===== config.mk =====
export PLATFORM = sky130hd
export DESIGN_NAME = alu_dispatch_flat
export DESIGN_NICKNAME = d
export VERILOG_FILES = /design/src/rtl/alu_dispatch_if.sv /design/src/rtl/alu_dispatch.sv /design/src/flat_wrapper.sv
export SDC_FILE = /design/constraint.sdc
export NUM_CORES = 1
export LEC_CHECK = 0
export CAP_MARGIN = 20
export CORE_ASPECT_RATIO = 0.9
export CORE_MARGIN = 2
export CORE_UTILIZATION = 70
export DETAILED_ROUTE_END_ITERATION = 12
export DONT_BUFFER_PORTS = 1
export PLACE_DENSITY_LB_ADDON = 0.2
export SKIP_CTS_REPAIR_TIMING = 1
export SYNTH_ARGS = -nofsm -noshare
export SYNTH_HDL_FRONTEND = slang
export SYNTH_SLANG_ARGS = --single-unit

===== constraint.sdc =====
create_clock -name clk -period 2.4 [get_ports clk]
set_input_delay 0.24 -clock clk [delete_from_list [all_inputs] [get_ports clk]]
set_output_delay 0.24 -clock clk [all_outputs]
set_load 0.05 [all_outputs]

===== src/rtl/alu_dispatch_if.sv =====
// alu_dispatch_if: operation request and per-destination result handshake bundle
interface alu_dispatch_if #(
  parameter int XLEN       = 32,
  parameter int REG_ADDR_W = 5,
  parameter int MEM_ADDR_W = 32
);
  logic [3:0]            op_code;
  logic [XLEN-1:0]       input_A;
  logic [XLEN-1:0]       input_B;
  logic                  reg_out;
  logic                  mem_out;
  logic                  pc_jump;
  logic                  pc_cond;
  logic [REG_ADDR_W-1:0] reg_addr;
  logic [MEM_ADDR_W-1:0] mem_addr;
  logic                  inputs_valid;
  logic                  inputs_ready;
  logic [XLEN-1:0]       reg_wr_data;
  logic [REG_ADDR_W-1:0] reg_wr_addr;
  logic                  reg_wr_data_valid;
  logic                  reg_wr_ack;
  logic [XLEN-1:0]       mem_wr_data;
  logic [MEM_ADDR_W-1:0] mem_wr_addr;
  logic                  mem_wr_data_valid;
  logic                  mem_wr_ack;
  logic [XLEN-1:0]       pc_branch_data;
  logic                  pc_branch_data_valid;
  logic                  pc_branch_data_ack;
  logic                  done;
  logic                  busy;
  modport master (
    output op_code, input_A, input_B, reg_out, mem_out, pc_jump, pc_cond,
           reg_addr, mem_addr, inputs_valid, reg_wr_ack, mem_wr_ack, pc_branch_data_ack,
    input  inputs_ready, reg_wr_data, reg_wr_addr, reg_wr_data_valid, mem_wr_data,
           mem_wr_addr, mem_wr_data_valid, pc_branch_data, pc_branch_data_valid, done, busy
  );
  modport slave (
    input  op_code, input_A, input_B, reg_out, mem_out, pc_jump, pc_cond,
           reg_addr, mem_addr, inputs_valid, reg_wr_ack, mem_wr_ack, pc_branch_data_ack,
    output inputs_ready, reg_wr_data, reg_wr_addr, reg_wr_data_valid, mem_wr_data,
           mem_wr_addr, mem_wr_data_valid, pc_branch_data, pc_branch_data_valid, done, busy
  );
endinterface


===== src/rtl/alu_dispatch.sv =====
// alu_dispatch: execute-stage ALU that hands its result to reg/mem/pc consumers
module alu_dispatch #(
  parameter int XLEN       = 32,
  parameter int REG_ADDR_W = 5,
  parameter int MEM_ADDR_W = 32
) (
  input  logic         clk,
  input  logic         reset,
  alu_dispatch_if.slave bus
);
  localparam int SW = $clog2(XLEN);
  typedef enum logic [1:0] {IDLE, DISPATCH, DONE} state_t;
  state_t                state_q, state_d;
  logic [2:0]            mask_q, mask_d;
  logic [XLEN-1:0]       res_q, res_d, res;
  logic [REG_ADDR_W-1:0] raddr_q, raddr_d;
  logic [MEM_ADDR_W-1:0] maddr_q, maddr_d;
  logic [SW-1:0]         sh;
  logic                  take;
  assign sh   = bus.input_B[SW-1:0];
  assign take = bus.pc_jump & (~bus.pc_cond | (|res));
  // combinational ALU; reserved opcodes yield zero
  always_comb begin
    res = '0;
    case (bus.op_code)
      4'd0:    res = bus.input_A + bus.input_B;
      4'd1:    res = bus.input_A - bus.input_B;
      4'd2:    res = bus.input_A & bus.input_B;
      4'd3:    res = bus.input_A | bus.input_B;
      4'd4:    res = bus.input_A ^ bus.input_B;
      4'd5:    res = bus.input_A << sh;
      4'd6:    res = bus.input_A >> sh;
      4'd7:    res = $signed(bus.input_A) >>> sh;
      4'd8:    res = {{(XLEN-1){1'b0}}, $signed(bus.input_A) < $signed(bus.input_B)};
      4'd9:    res = {{(XLEN-1){1'b0}}, bus.input_A < bus.input_B};
      4'd10:   res = bus.input_B;
      default: res = '0;
    endcase
  end
  // capture on accept, then retire destinations as their acks arrive; mask bit {reg,mem,pc}
  always_comb begin
    state_d = state_q;
    mask_d  = mask_q;
    res_d   = res_q;
    raddr_d = raddr_q;
    maddr_d = maddr_q;
    case (state_q)
      IDLE: if (bus.inputs_valid) begin
        mask_d  = {bus.reg_out, bus.mem_out, take};
        res_d   = res;
        raddr_d = bus.reg_addr;
        maddr_d = bus.mem_addr;
        state_d = (|mask_d) ? DISPATCH : DONE;
      end
      DISPATCH: begin
        mask_d  = mask_q & ~{bus.reg_wr_ack, bus.mem_wr_ack, bus.pc_branch_data_ack};
        state_d = (|mask_d) ? DISPATCH : DONE;
      end
      default: state_d = IDLE;
    endcase
  end
  // state and captured transaction registers; reset aborts any outstanding dispatch
  always_ff @(posedge clk or negedge reset) begin
    if (!reset) begin
      state_q <= IDLE;
      mask_q  <= '0;
      res_q   <= '0;
      raddr_q <= '0;
      maddr_q <= '0;
    end else begin
      state_q <= state_d;
      mask_q  <= mask_d;
      res_q   <= res_d;
      raddr_q <= raddr_d;
      maddr_q <= maddr_d;
    end
  end
  assign bus.inputs_ready         = state_q == IDLE;
  assign bus.busy                 = state_q != IDLE;
  assign bus.done                 = state_q == DONE;
  assign bus.reg_wr_data          = res_q;
  assign bus.reg_wr_addr          = raddr_q;
  assign bus.reg_wr_data_valid    = mask_q[2];
  assign bus.mem_wr_data          = res_q;
  assign bus.mem_wr_addr          = maddr_q;
  assign bus.mem_wr_data_valid    = mask_q[1];
  assign bus.pc_branch_data       = res_q;
  assign bus.pc_branch_data_valid = mask_q[0];
endmodule


===== src/flat_wrapper.sv =====
// flat-port wrapper written by rule: the top's interface ports become plain ports
module alu_dispatch_flat 
#(
  parameter int XLEN       = 32,
  parameter int REG_ADDR_W = 5,
  parameter int MEM_ADDR_W = 32
)
  (clk, reset, bus_op_code, bus_input_A, bus_input_B, bus_reg_out, bus_mem_out, bus_pc_jump, bus_pc_cond, bus_reg_addr, bus_mem_addr, bus_inputs_valid, bus_reg_wr_ack, bus_mem_wr_ack, bus_pc_branch_data_ack, bus_inputs_ready, bus_reg_wr_data, bus_reg_wr_addr, bus_reg_wr_data_valid, bus_mem_wr_data, bus_mem_wr_addr, bus_mem_wr_data_valid, bus_pc_branch_data, bus_pc_branch_data_valid, bus_done, bus_busy);
  alu_dispatch_if #(.XLEN(XLEN), .REG_ADDR_W(REG_ADDR_W), .MEM_ADDR_W(MEM_ADDR_W)) bus_i ();
  input  logic clk;
  input  logic reset;
  input wire logic [$bits(bus_i.op_code)-1:0] bus_op_code;
  input wire logic [$bits(bus_i.input_A)-1:0] bus_input_A;
  input wire logic [$bits(bus_i.input_B)-1:0] bus_input_B;
  input wire logic [$bits(bus_i.reg_out)-1:0] bus_reg_out;
  input wire logic [$bits(bus_i.mem_out)-1:0] bus_mem_out;
  input wire logic [$bits(bus_i.pc_jump)-1:0] bus_pc_jump;
  input wire logic [$bits(bus_i.pc_cond)-1:0] bus_pc_cond;
  input wire logic [$bits(bus_i.reg_addr)-1:0] bus_reg_addr;
  input wire logic [$bits(bus_i.mem_addr)-1:0] bus_mem_addr;
  input wire logic [$bits(bus_i.inputs_valid)-1:0] bus_inputs_valid;
  input wire logic [$bits(bus_i.reg_wr_ack)-1:0] bus_reg_wr_ack;
  input wire logic [$bits(bus_i.mem_wr_ack)-1:0] bus_mem_wr_ack;
  input wire logic [$bits(bus_i.pc_branch_data_ack)-1:0] bus_pc_branch_data_ack;
  output wire logic [$bits(bus_i.inputs_ready)-1:0] bus_inputs_ready;
  output wire logic [$bits(bus_i.reg_wr_data)-1:0] bus_reg_wr_data;
  output wire logic [$bits(bus_i.reg_wr_addr)-1:0] bus_reg_wr_addr;
  output wire logic [$bits(bus_i.reg_wr_data_valid)-1:0] bus_reg_wr_data_valid;
  output wire logic [$bits(bus_i.mem_wr_data)-1:0] bus_mem_wr_data;
  output wire logic [$bits(bus_i.mem_wr_addr)-1:0] bus_mem_wr_addr;
  output wire logic [$bits(bus_i.mem_wr_data_valid)-1:0] bus_mem_wr_data_valid;
  output wire logic [$bits(bus_i.pc_branch_data)-1:0] bus_pc_branch_data;
  output wire logic [$bits(bus_i.pc_branch_data_valid)-1:0] bus_pc_branch_data_valid;
  output wire logic [$bits(bus_i.done)-1:0] bus_done;
  output wire logic [$bits(bus_i.busy)-1:0] bus_busy;
  assign bus_i.op_code = bus_op_code;
  assign bus_i.input_A = bus_input_A;
  assign bus_i.input_B = bus_input_B;
  assign bus_i.reg_out = bus_reg_out;
  assign bus_i.mem_out = bus_mem_out;
  assign bus_i.pc_jump = bus_pc_jump;
  assign bus_i.pc_cond = bus_pc_cond;
  assign bus_i.reg_addr = bus_reg_addr;
  assign bus_i.mem_addr = bus_mem_addr;
  assign bus_i.inputs_valid = bus_inputs_valid;
  assign bus_i.reg_wr_ack = bus_reg_wr_ack;
  assign bus_i.mem_wr_ack = bus_mem_wr_ack;
  assign bus_i.pc_branch_data_ack = bus_pc_branch_data_ack;
  assign bus_inputs_ready = bus_i.inputs_ready;
  assign bus_reg_wr_data = bus_i.reg_wr_data;
  assign bus_reg_wr_addr = bus_i.reg_wr_addr;
  assign bus_reg_wr_data_valid = bus_i.reg_wr_data_valid;
  assign bus_mem_wr_data = bus_i.mem_wr_data;
  assign bus_mem_wr_addr = bus_i.mem_wr_addr;
  assign bus_mem_wr_data_valid = bus_i.mem_wr_data_valid;
  assign bus_pc_branch_data = bus_i.pc_branch_data;
  assign bus_pc_branch_data_valid = bus_i.pc_branch_data_valid;
  assign bus_done = bus_i.done;
  assign bus_busy = bus_i.busy;
  alu_dispatch #(.XLEN(XLEN), .REG_ADDR_W(REG_ADDR_W), .MEM_ADDR_W(MEM_ADDR_W)) u_core (.clk(clk), .reset(reset), .bus(bus_i));
endmodule

==> results.md, run 1 <==
* Status: stopped before the end
* Sequential element share of the synthesized area at 12.4%
* Seq cells post-synth at 74
* Post-DP HPWL at roughly 62 mm
* Number of port buffers at 0
* Largest net degree at the start of global routing at 121
* Fail Step: global routing (5_1_grt)
* First Err: [ERROR GRT-0116] Global routing finished with congestion. Check the congestion regions in the DRC Viewer.
* Place WS at -1.65 ns
* IO Pins at 254
* GRT overflow at 2,099
* Syn. warnings at 0
* Post-Synth XOR/XNOR Area at 0.644%
* GP Congestion at around 1.3
* Post-synth EDFFs at 0
* Mux share of post-synthesis cell area at 17.1%
* Die W at 158 um
* DIE HEIGHT at between 100 and 150 um
* Syn avg cell area at 7.57 sq um
* Complex-gate fraction of the synthesized area at around a quarter
* Initial core utilization at 71.5%
* Placed Area at 19,000 sq um
* Global-route wire length before repair at 168 mm
* Post-Synth Simple-Gate Area at 23.0%
* Syn Nets at 2,191
* Clock buffer depth at 2
* Clk sinks at 74
* H-tree depth at 3
* Main combinational cell family by area after synthesis: compound AO/OA/AOI/OAI gates
* Root Driver: clkbuf_16
* Top_reg_cell synth: dfrtp_1
* All-layer global routing usage at 101%
* Post-Syn Area at 14,900 sq um
* Number of global-route vias before repair at 25,600
* Share of synthesized registers carrying an async set or reset at 100%
* Synth Area in Adders at 8.47%
* Synthesized instance count at slightly below 2,000
* Netlist cell types at a little under 100
* Rows at 50
* CTS buffer count at 9
-- synthesized netlist by cell type (all sizes together), types with 11 or more instances --
cell type	count	area share [%]
o22ai	25	1.0
mux2	43	3.3
nor4	26	1.1
mux2i	69	4.6
dfrtp	74	12
buf	132	6.3
nor2b	25	1.0
or3	14	0.59
o21ai	98	3.3
clkbuf	106	2.7
nand3	44	1.5
a32oi	11	0.64
a21oi	125	4.2
inv	103	2.6
o221ai	15	0.92
o31ai	21	1.1
o2111ai	11	0.64
a21o	19	0.95
a2111oi	13	0.80
o21a	11	0.55
nand4	31	1.3
a211o	11	0.64
a211oi	30	1.5
a22oi	19	0.99
nor3	50	1.7
a221oi	17	1.0
and2	13	0.54
nand2	263	6.6
or4	11	0.58
ha	98	8.2
o211ai	35	1.8
nor3b	12	0.60
nor2	127	3.2
a31oi	23	0.96
nand2b	22	0.92
mux4	59	9.2
-- per-stage QoR --
stage	std cells	utilization, %
after global placement	2651	90.8
after floorplan	1976	-
after detailed placement	2651	90.8
after CTS	2667	92.3
-- layer usage --
layer,overflow,GRT usage [%]
met1,685,105
met2,648,106
met3,423,99.8
met4,300,86.1
met5,43,96.6
-- logic make-up after synthesis --
family | count (synthesis)
AO/OA/AOI/OAI | 578
XOR/XNOR | 11
adder cells (fa/ha/maj) | 100
buffers and inverters | 341
flip-flops | 74
multiplexers | 171
AND/OR/NAND/NOR | 701
==> run 2, diff against run 1 <==
--- a/config.mk
+++ b/config.mk
@@ -6,12 +6,11 @@
 export NUM_CORES = 1
 export LEC_CHECK = 0
 export CAP_MARGIN = 20
-export CORE_ASPECT_RATIO = 0.9
 export CORE_MARGIN = 2
-export CORE_UTILIZATION = 70
+export CORE_UTILIZATION = 40
 export DETAILED_ROUTE_END_ITERATION = 12
 export DONT_BUFFER_PORTS = 1
-export PLACE_DENSITY_LB_ADDON = 0.2
+export PLACE_DENSITY_LB_ADDON = 0.15
 export SKIP_CTS_REPAIR_TIMING = 1
 export SYNTH_ARGS = -nofsm -noshare
 export SYNTH_HDL_FRONTEND = slang
==> run 2 against run 1 <==
  * Synthesized cell count unchanged
  * Synthesized area is the same
  * The flow now finishes, with violations (hold timing, setup timing)
==> results.md, run 2 <==
* Place WS at -1.55 ns (was -1.65 ns)
* Vias/cell at between 6 and 7
* Hold Crit Class: in2reg
* Post-route setup slack at -1.13 ns
* Syn Nets at 2,191 (unchanged)
* Share of synthesized registers carrying an async set or reset at 100% (unchanged)
* Number of global-route vias before repair at 17,700
* Post-route ant nets at 0
* Synth area leaders: dfrtp_1 (12%), ha_1 (8.2%), mux4_2 (6.9%), nand2_1 (6.6%), mux2i_1 (4.6%) (unchanged)
* Die W at 197 um (was 158 um)
* Max Fanout on Critical Path at 120
* Die area at 38,900 sq um
* Ant. Diodes at 0
* DRT iter0 DRCs at 2,139
* Pleak at 0.00957 uW
* Worst VDD drop at 496 uV
* All-layer global routing usage at 41.0%
* Hold Path Origin: bus_mem_addr[4]
* Seq cells post-synth at 74 (unchanged)
* Post-Syn Area at 14,900 sq um (unchanged)
* Unrepaired setup endpoints after global routing: yes
* DRC viols at 0
* IO Pins at 254 (unchanged)
* Pre-antenna DRT Iters at 5
* Rows at 70 (was 50)
* Failing checks: hold timing, setup timing
* CTS clk-pin slew, worst paths at approximately 0.070 ns
* GRT overflow at 0
* Number of port buffers at 0 (unchanged)
* Detailed Route WL at 83.0 mm
* Root Driver: clkbuf_16 (unchanged)
* Setup TNS at -6.03 ns
* Sequential element share of the synthesized area at 12.4% (unchanged)
* Crit path kind: in2reg
* Commonest non-fill, non-tap cells in the layout: buf_4 (662), nand2_1 (261), nor2_1 (122)
* DIE HEIGHT at 197 um (was 143 um)
* Yosys top cell area share at 12.4% (unchanged)
* Final nets at 2,673
* Final Util at between 50 and 60%
* Setup violators final at 21
* Hold path depth at 2
* Max Freq at 0.283 GHz
* P&R area growth vs syn at 41.9%
* Via count at 18,700
* Initial core utilization at 40.7% (was 71.5%)
* Netlist cell types at 98 (unchanged)
* Hold path endpoint: u_core.bus.mem_wr_addr[4]
* H-tree depth at 3 (unchanged)
* Initial antenna violation count at 1
* Hold Vio Cnt, Final at 13
* Critical path endpoint category: flip-flop
* Tightest Pin Transition at 0.883 ns
* Share of post-route cells with drive strength above 1 at about two fifths
* Synthesized instance count at 1,976 (unchanged)
* Critical path required time at 2.60 ns
* Core Region at about 37,000 sq um
* Clock tree from TritonCTS: yes
* Most common cell after layout, fill and taps aside: buf_4
* Largest net degree at the start of global routing at between 100 and 150
* Hold Worst Slack at -0.0171 ns
* Synth area leader: dfrtp_1 (unchanged)
* Tcrit/Tclk final at 147%
* Most numerous cell in the Yosys netlist: nand2_1 (unchanged)
* PwrDens at 634 nW/um^2
* Clock Latency Late Sink at 0.36 ns
* Clk sinks at 74 (unchanged)
* Slew margin rel. at 41.1%
* Clock buffer depth at 2 (unchanged)
* Global-route wire length before repair at approximately 120 mm
* WP data arrival at 3.73 ns
* Post-route insts no fill at 2,931
* CTS buffer count at 9 (unchanged)
* Startpoint Class: input pin
* Top_reg_cell synth: dfrtp_1 (unchanged)
* Final Max Slew Viols at 0
* Post-synth EDFFs at 0 (unchanged)
* Max_cap viols at 0
* R2r startpoint: u_core.state_q[0]
* Syn. warnings at 0 (unchanged)
* Reg2Reg Setup Slack at between 0.5 and 0.6 ns
* GP Congestion at 1.11 (was 1.32)
* Final clock skew at 0.00996 ns
* R2R Path End: u_core.bus.mem_wr_data[1]
* Reg2Reg Depth at 4
* Routed len/inst at 28.3 um
* Status: complete, but fails checks (was stopped before the end)
* Syn avg cell area at 7.57 sq um (unchanged)
* Post-synth top cells: nand2_1 (263), nor2_1 (127), a21oi_1 (125) (unchanged)
* Post-DP HPWL at 66.2 mm (was 62.2 mm)
* Placed cells at 2,883 (was 2,651)
* Crit path time final at 3.53 ns
-- run 2: cell counts after synthesis --
Identical to the previous run, type by type.
-- run 2: where the power goes --
part           switching (uW)  internal (uW)  total (uW)
combinational            5940           2780        8720
sequential               1500           1820        3320
clock                     563            843        1410
-- run 2: metrics by stage --
step / instance area (sq um) / power (uW)
final: 21200 / 13400
after global routing: 21200 / 14000
after CTS: 20000 / 13000
after detailed placement: 19700 / 11600
after global placement: 19700 / 11500
after floorplan: 15300 / 9770
-- run 2: metal layers --
metal  GRT usage [%]  part of all wire [%]
met5               0                 0.011
met4            22.8                   6.6
met3            5.48                   8.0
met2            65.2                    45
met1            53.6                    40
-- run 2: critical path: stages --
cell	delay (ns)
mux4_1	0.64
mux2i_1	0.18
buf_4	0.17
nand2b_1	0.12
a21boi_0	0.19
o211ai_1	0.15
or4b_4	0.59
nor4bb_2	0.29
nand4_1	0.14
or4_4	0.50
o41ai_4	0.25
o21ai_0	0.11
-- run 2: kinds of logic after synthesis --
group / count (synthesis) / synth area share, %
muxes: 171 / 17.1
DFF: 74 / 12.4
buffers and inverters: 341 / 11.6
xor gates and xnor gates: 11 / 0.645
AOI/OAI and AO/OA: 578 / 26.7
adders and majority gates: 100 / 8.47
and+or+nand+nor: 701 / 23.0
-- run 2: worst max path at each step --
stage                               from                 to  cells after the start
final                     bus_input_B[1]   u_core.mask_q[0]                     12
after global routing      bus_input_B[0]  u_core.state_q[1]                     12
after global placement    bus_input_B[4]   u_core.mask_q[0]                     15
after detailed placement  bus_input_B[4]   u_core.mask_q[0]                     15
after CTS                 bus_input_B[4]   u_core.mask_q[0]                     15
after floorplan           bus_input_B[1]  u_core.state_q[1]                     18
-- run 2: area by class of cell --
class,count,area [sq um]
well taps,468,586
inverters,103,404
clock buffers,10,239
repair buffers,709,5550
clock inverters,6,72.6
flip-flops and latches,74,1850
multi-input cells,1561,12500
fillers,3481,15500
Note: power is estimated with default switching activity, not from simulation.
==> run 3, diff against run 2 <==
--- a/config.mk
+++ b/config.mk
@@ -7,7 +7,7 @@
 export LEC_CHECK = 0
 export CAP_MARGIN = 20
 export CORE_MARGIN = 2
-export CORE_UTILIZATION = 40
+export CORE_UTILIZATION = 30
 export DETAILED_ROUTE_END_ITERATION = 12
 export DONT_BUFFER_PORTS = 1
 export PLACE_DENSITY_LB_ADDON = 0.15
==> run 3 against run 2 <==
  * The run still ends with hold timing, setup timing left
  * Sequential cell count did not move
  * Combinational power up 3.3%
  * Cell count grew 8.2%
  * Total power increased by 2.3%
  * Non-clock buffer count is 42 higher
  * Critical path depth is 1 higher
  * Hold slack better by 0.0061 ns
  * Utilization down 13 points
  * Critical path type unchanged
  * Largest cell class unchanged
==> results.md, run 3 (synthesis gave the netlist of run 2 again) <==
* Die area at 51,600 sq um (was 38,900 sq um)
* WP data arrival at 3.83 ns (was 3.73 ns)
* Worst VDD drop at 485 uV (was 496 uV)
* Critical path endpoint category: flip-flop (unchanged)
* Hold Crit Class: in2reg (unchanged)
* Routed len/inst at 28.0 um (was 28.3 um)
* CTS buffer count at 9 (unchanged)
* Max_cap viols at 0 (unchanged)
* Final clock skew at 0.00895 ns (was 0.00996 ns)
* P&R area growth vs syn at 48.2% (was 41.9%)
* Die W at 227 um (was 197 um)
* Crit path time final at 3.55 ns (was 3.53 ns)
* Number of global-route vias before repair at 17,800 (was 17,700)
* Hold path depth at 2 (unchanged)
* Detailed Route WL at 88.8 mm (was 83.0 mm)
* Tcrit/Tclk final at 148% (was 147%)
* Slew margin rel. at 39.8% (was 41.1%)
* Initial core utilization at 30.5% (was 40.7%)
* Number of port buffers at 0 (unchanged)
* Via count at 18,600 (was 18,700)
* Most common cell after layout, fill and taps aside: buf_4 (unchanged)
* Final Max Slew Viols at 0 (unchanged)
* Max Fanout on Critical Path at 120 (unchanged)
* DRC viols at 0 (unchanged)
* Rows at 81 (was 70)
* Post-route setup slack at -1.15 ns (was -1.13 ns)
* Share of post-route cells with drive strength above 1 at 42.9% (was 39.8%)
* IO Pins at 254 (unchanged)
* Post-route insts no fill at 3,171 (was 2,931)
* Hold Vio Cnt, Final at 18 (was 13)
* CTS clk-pin slew, worst paths at 0.07 ns (about the same)
* Commonest non-fill, non-tap cells in the layout: buf_4 (696), nand2_1 (257), nor2_1 (117) (was buf_4 (662), nand2_1 (261), nor2_1 (122))
* GP Congestion at 1.00 (was 1.11)
* Place WS at -1.71 ns (was -1.55 ns)
* Core Region at 49,100 sq um (was 36,700 sq um)
* Unrepaired setup endpoints after global routing: yes (unchanged)
* Failing checks: hold timing, setup timing (unchanged)
* Pre-antenna DRT Iters at 7 (was 5)
* PwrDens at 621 nW/um^2 (was 634 nW/um^2)
* Root Driver: clkbuf_16 (unchanged)
* Startpoint Class: input pin (unchanged)
* Status: complete, but fails checks (unchanged)
* Clock Latency Late Sink at 0.35 ns (was 0.36 ns)
* Max Freq at 0.282 GHz (was 0.283 GHz)
* DIE HEIGHT at 227 um (was 197 um)
* Tightest Pin Transition at 0.903 ns (was 0.883 ns)
* Tot Pwr at 13,800 uW (was 13,400 uW)
* DRT iter0 DRCs at 1,759 (was 2,139)
* Clock buffer depth at 2 (unchanged)
* H-tree depth at 3 (unchanged)
* Post-route ant nets at 0 (unchanged)
* Vias/cell at 5.86 (was 6.38)
* Reg2Reg Depth at 5 (was 4)
* Crit path kind: in2reg (unchanged)
* Largest net degree at the start of global routing at 121 (unchanged)
* Global-route wire length before repair at 125 mm (was 117 mm)
* Clock tree from TritonCTS: yes (unchanged)
* Placed cells at 3,104 (was 2,883)
* All-layer global routing usage at 33.2% (was 41.0%)
* Setup violators final at 21 (unchanged)
* Critical path required time at 2.69 ns (was 2.60 ns)
* Initial antenna violation count at 0 (was 1)
* Final nets at 2,715 (was 2,673)
* Post-DP HPWL at 71.9 mm (was 66.2 mm)
* GRT overflow at 0 (unchanged)
* Hold Worst Slack at -0.0110 ns (was -0.0171 ns)
* Pleak at 0.00983 uW (was 0.00957 uW)
* Clk sinks at 74 (unchanged)
run 3: critical path: stages:
cell       delay (ns)
mux4_2           0.55
a222oi_1         0.27
buf_4            0.19
o22ai_1          0.14
a2111oi_2        0.40
buf_4            0.20
o211a_1          0.25
nand4_1          0.10
nor2b_1          0.22
nand4_1          0.12
or4_4            0.58
o41ai_4          0.25
a32o_1           0.20
run 3: final timing paths:
check,slack [ns],end,start
min,-0.01,u_core.bus.mem_wr_addr[27],bus_mem_addr[27]
max in group asynchronous,1.66,u_core.bus.mem_wr_data[13],reset
min reg2reg,0.48,u_core.bus.mem_wr_data[24],u_core.bus.mem_wr_data[24]
max reg2reg,0.57,u_core.mask_q[0],u_core.state_q[0]
max,-1.15,u_core.state_q[1],bus_input_B[1]
min in group asynchronous,0.46,u_core.bus.mem_wr_addr[15],reset
run 3: layout make-up:
type	instances	area [sq um]
timing repair buffer	751	5890
multi-input combinational	1561	12900
inverter	103	407
tap	664	831
clock buffer	9	225
sequential	74	1850
antenna	2	5.00
clock inverter	7	83.8
fill	5015	26900
run 3: power breakdown:
| part | switching (uW) | total (uW) | internal (uW) |
|---|---|---|---|
| Combinational | 6070 | 9010 | 2940 |
| Clock | 595 | 1420 | 825 |
| Sequential | 1510 | 3320 | 1820 |
run 3: per-stage QoR:
step | hold slack [ns] | setup TNS [ns] | utilization (%) | area [sq um]
global placement | -0.0539 | -27.72 | 40.8 | 20000
floorplan | -0.0556 | -14.23 | - | 15300
CTS | -0.432 | -12.53 | 41.5 | 20300
global route | 0.0000410 | -8.67 | 45.2 | 22200
detailed placement | -0.0538 | -23.75 | 40.8 | 20000
finish | -0.0110 | -7.09 | 45.2 | 22200
run 3: routing by layer:
layer  share of wire, %  GRT usage (%)
met4                5.2           14.7
met5                  0              0
met1                 42           44.1
met2                 46           54.5
met3                6.2           3.46
==> run 4, diff against run 3 <==
--- a/config.mk
+++ b/config.mk
@@ -10,7 +10,6 @@
 export CORE_UTILIZATION = 30
 export DETAILED_ROUTE_END_ITERATION = 12
 export DONT_BUFFER_PORTS = 1
-export PLACE_DENSITY_LB_ADDON = 0.15
 export SKIP_CTS_REPAIR_TIMING = 1
 export SYNTH_ARGS = -nofsm -noshare
 export SYNTH_HDL_FRONTEND = slang
==> constraint.sdc (replaced) <==
create_clock -name clk -period 2.4 [get_ports clk]
set_input_delay 0.24 -clock clk [delete_from_list [all_inputs] [get_ports clk]]
set_output_delay 0.24 -clock clk [all_outputs]
set_load 0.005 [all_outputs]
==> run 4 against run 3 <==
  * The run ends with setup timing left
  * Cell count decreased by 1.9%
  * Routed wire length decreased by 2.2%
  * Register-to-register slack gained 0.06 ns
  * Die area is the same
  * Critical endpoint unchanged
  * Largest cell class unchanged
  * Largest power group unchanged
  * Utilization fell by 1.1 points
==> results.md, run 4 (synthesis gave the netlist of run 2 again) <==
* Status: complete, but fails checks (unchanged)
* Failing checks: setup timing (was hold timing, setup timing)
* Critical path required time at 2.66 ns (was 2.69 ns)
* Die area at 51,600 sq um (unchanged)
* PwrDens at 439 nW/um^2 (was 621 nW/um^2)
* Post-route insts no fill at 3,111 (was 3,171)
* Post-DP HPWL at 69.9 mm (was 71.9 mm)
* Post-route setup slack at -1.28 ns (was -1.15 ns)
* Placed cells at 3,066 (was 3,104)
* Max Freq at 0.272 GHz (was 0.282 GHz)
* Pre-antenna DRT Iters at 5 (was 7)
* Hold Vio Cnt, Final at 0 (was 18)
* Final Util at 44.1% (was 45.2%)
* Number of global-route vias before repair at 18,200 (was 17,800)
* Vias/cell at 6.04 (was 5.86)
* Via count at 18,800 (was 18,600)
* Clk sinks at 74 (unchanged)
* Crit-path slowest cell: mux4_1 (was or4_4)
* Clock buffer depth at 2 (unchanged)
* Unrepaired setup endpoints after global routing: yes (unchanged)
* Tcrit/Tclk final at 153% (was 148%)
* CTS buffer count at 9 (unchanged)
* P&R area growth vs syn at 44.6% (was 48.2%)
* Initial antenna violation count at 3 (was 0)
* Worst path max stage delay at 0.60 ns (was 0.58 ns)
* Clock tree from TritonCTS: yes (unchanged)
* Commonest non-fill, non-tap cells in the layout: buf_4 (657), nand2_1 (260), nor2_1 (115) (was buf_4 (696), nand2_1 (257), nor2_1 (117))
* Worst VDD drop at 539 uV (was 485 uV)
* Number of port buffers at 0 (unchanged)
* Top cell by count, worst path: buf_4
* Setup TNS at -8.46 ns (was -7.09 ns)
* GP Congestion at 1.04 (was 1.00)
* Filler cells at 4,926 (was 5,015)
* GRT overflow at 0 (unchanged)
* Core Region at 49,100 sq um (unchanged)
* Max_cap viols at 0 (unchanged)
* Hold Crit Class: in2reg (unchanged)
* H-tree depth at 3 (unchanged)
* Routed len/inst at 27.9 um (was 28.0 um)
* Setup violators final at 24 (was 21)
* Tightest Pin Transition at 0.893 ns (was 0.903 ns)
* Rows at 81 (unchanged)
* Die W at 227 um (unchanged)
* Critical path endpoint category: flip-flop (unchanged)
* Slew margin rel. at 39.7% (was 39.8%)
* Startpoint Class: input pin (unchanged)
* Post-route ant nets at 0 (unchanged)
* Most common cell after layout, fill and taps aside: buf_4 (unchanged)
* Place WS at -1.70 ns (was -1.71 ns)
* CTS clk-pin slew, worst paths at 0.06 ns (was 0.07 ns)
* Root Driver: clkbuf_16 (unchanged)
* Max Fanout on Critical Path at 120 (unchanged)
* Clock Latency Late Sink at 0.33 ns (was 0.35 ns)
* WP data arrival at 3.94 ns (was 3.83 ns)
* Final clock skew at 0.00742 ns (was 0.00895 ns)
* DRT iter0 DRCs at 2,020 (was 1,759)
* All-layer global routing usage at 32.3% (was 33.2%)
* Global-route wire length before repair at 122 mm (was 125 mm)
* Largest net degree at the start of global routing at 121 (unchanged)
* IO Pins at 254 (unchanged)
* DIE HEIGHT at 227 um (unchanged)
* Initial core utilization at 30.5% (unchanged)
* Crit path kind: in2reg (unchanged)
* Share of post-route cells with drive strength above 1 at 41.3% (was 42.9%)
* Final Max Slew Viols at 0 (unchanged)
* Detailed Route WL at 86.9 mm (was 88.8 mm)
* DRC viols at 0 (unchanged)
* Critical path cell sequence: mux4_1 -> mux2_2 -> buf_4 -> nor2_1 -> o31ai_1 -> a211oi_2 -> buf_4 -> nand3b_1 -> nor4bb_2 -> nand4_1 -> or4_4 -> o41ai_4 -> a32o_1 (was mux4_2 -> a222oi_1 -> buf_4 -> o22ai_1 -> a2111oi_2 -> buf_4 -> o211a_1 -> nand4_1 -> nor2b_1 -> nand4_1 -> or4_4 -> o41ai_4 -> a32o_1)
* Final nets at 2,654 (was 2,715)
* Crit path time final at 3.68 ns (was 3.55 ns)
* Hold Worst Slack at 0.0231 ns (was -0.0110 ns)
* Pleak at 0.00951 uW (was 0.00983 uW)
run 4: cell count changes in the layout (fill, tap and decap cells not counted), sizes merged:
cell,change
inv,-6
clkbuf,+3
clkinvlp,+2
clkinv,+1
dlygate4sd3,-11
diode,+1
buf,-50
run 4: routing by layer:
layer / part of all wire, % / vias to the layer above / global-route usage (%)
met5: 0.015 / - / 0
met4: 6.3 / 2 / 18.6
met3: 8.8 / 257 / 5.19
met2: 45 / 1108 / 52.4
met1: 40 / 9163 / 40.6
li1: - / 8272 / -
run 4: critical path: cells and delay by family:
kind | cells | cell delay, ns
and+or+nand+nor | 5 | 1.32
AOI/OAI and AO/OA | 4 | 1.05
muxes | 2 | 0.89
buffers and inverters | 2 | 0.31
run 4: cell type report:
| type | count | area, sq um | share of cell area [%] |
|---|---|---|---|
| multi-input combinational | 1561 | 12800 | 59.3 |
| timing repair buffer | 690 | 5390 | 25.0 |
| sequential | 74 | 1850 | 8.57 |
| tap | 664 | 831 | 3.84 |
| inverter | 103 | 414 | 1.92 |
| clock buffer | 12 | 246 | 1.14 |
| clock inverter | 4 | 51.3 | 0.237 |
| antenna | 3 | 7.51 | 0.0347 |
run 4: power by group:
group	leakage [uW]	internal [uW]	switching, uW
clock	0.000143	833	483
combinational	0.00844	2560	2940
sequential	0.000929	1840	832
total	0.00951	5240	4260
run 4: per-stage QoR:
step                      power (uW)  instance area [sq um]
after floorplan                 5900                  15300
after global placement          7520                  19800
after detailed placement        7610                  19800
after CTS                       8960                  20100
after global routing           10200                  21600
final                           9490                  21600
run 4: final timing paths:
check                                           from                          to  slack, ns  depth (start not counted)
setup reg to reg                   u_core.state_q[0]  u_core.bus.mem_wr_data[29]       0.63                          5
hold / removal                       bus_reg_addr[2]   u_core.bus.reg_wr_addr[2]       0.02                          2
setup / recovery                      bus_input_B[1]           u_core.state_q[1]      -1.28                         13
hold reg to reg            u_core.bus.mem_wr_addr[9]   u_core.bus.mem_wr_addr[9]       0.50                          2
min in group asynchronous                      reset  u_core.bus.mem_wr_data[15]       0.45                          2
max in group asynchronous                      reset   u_core.bus.mem_wr_addr[3]       1.63                          2
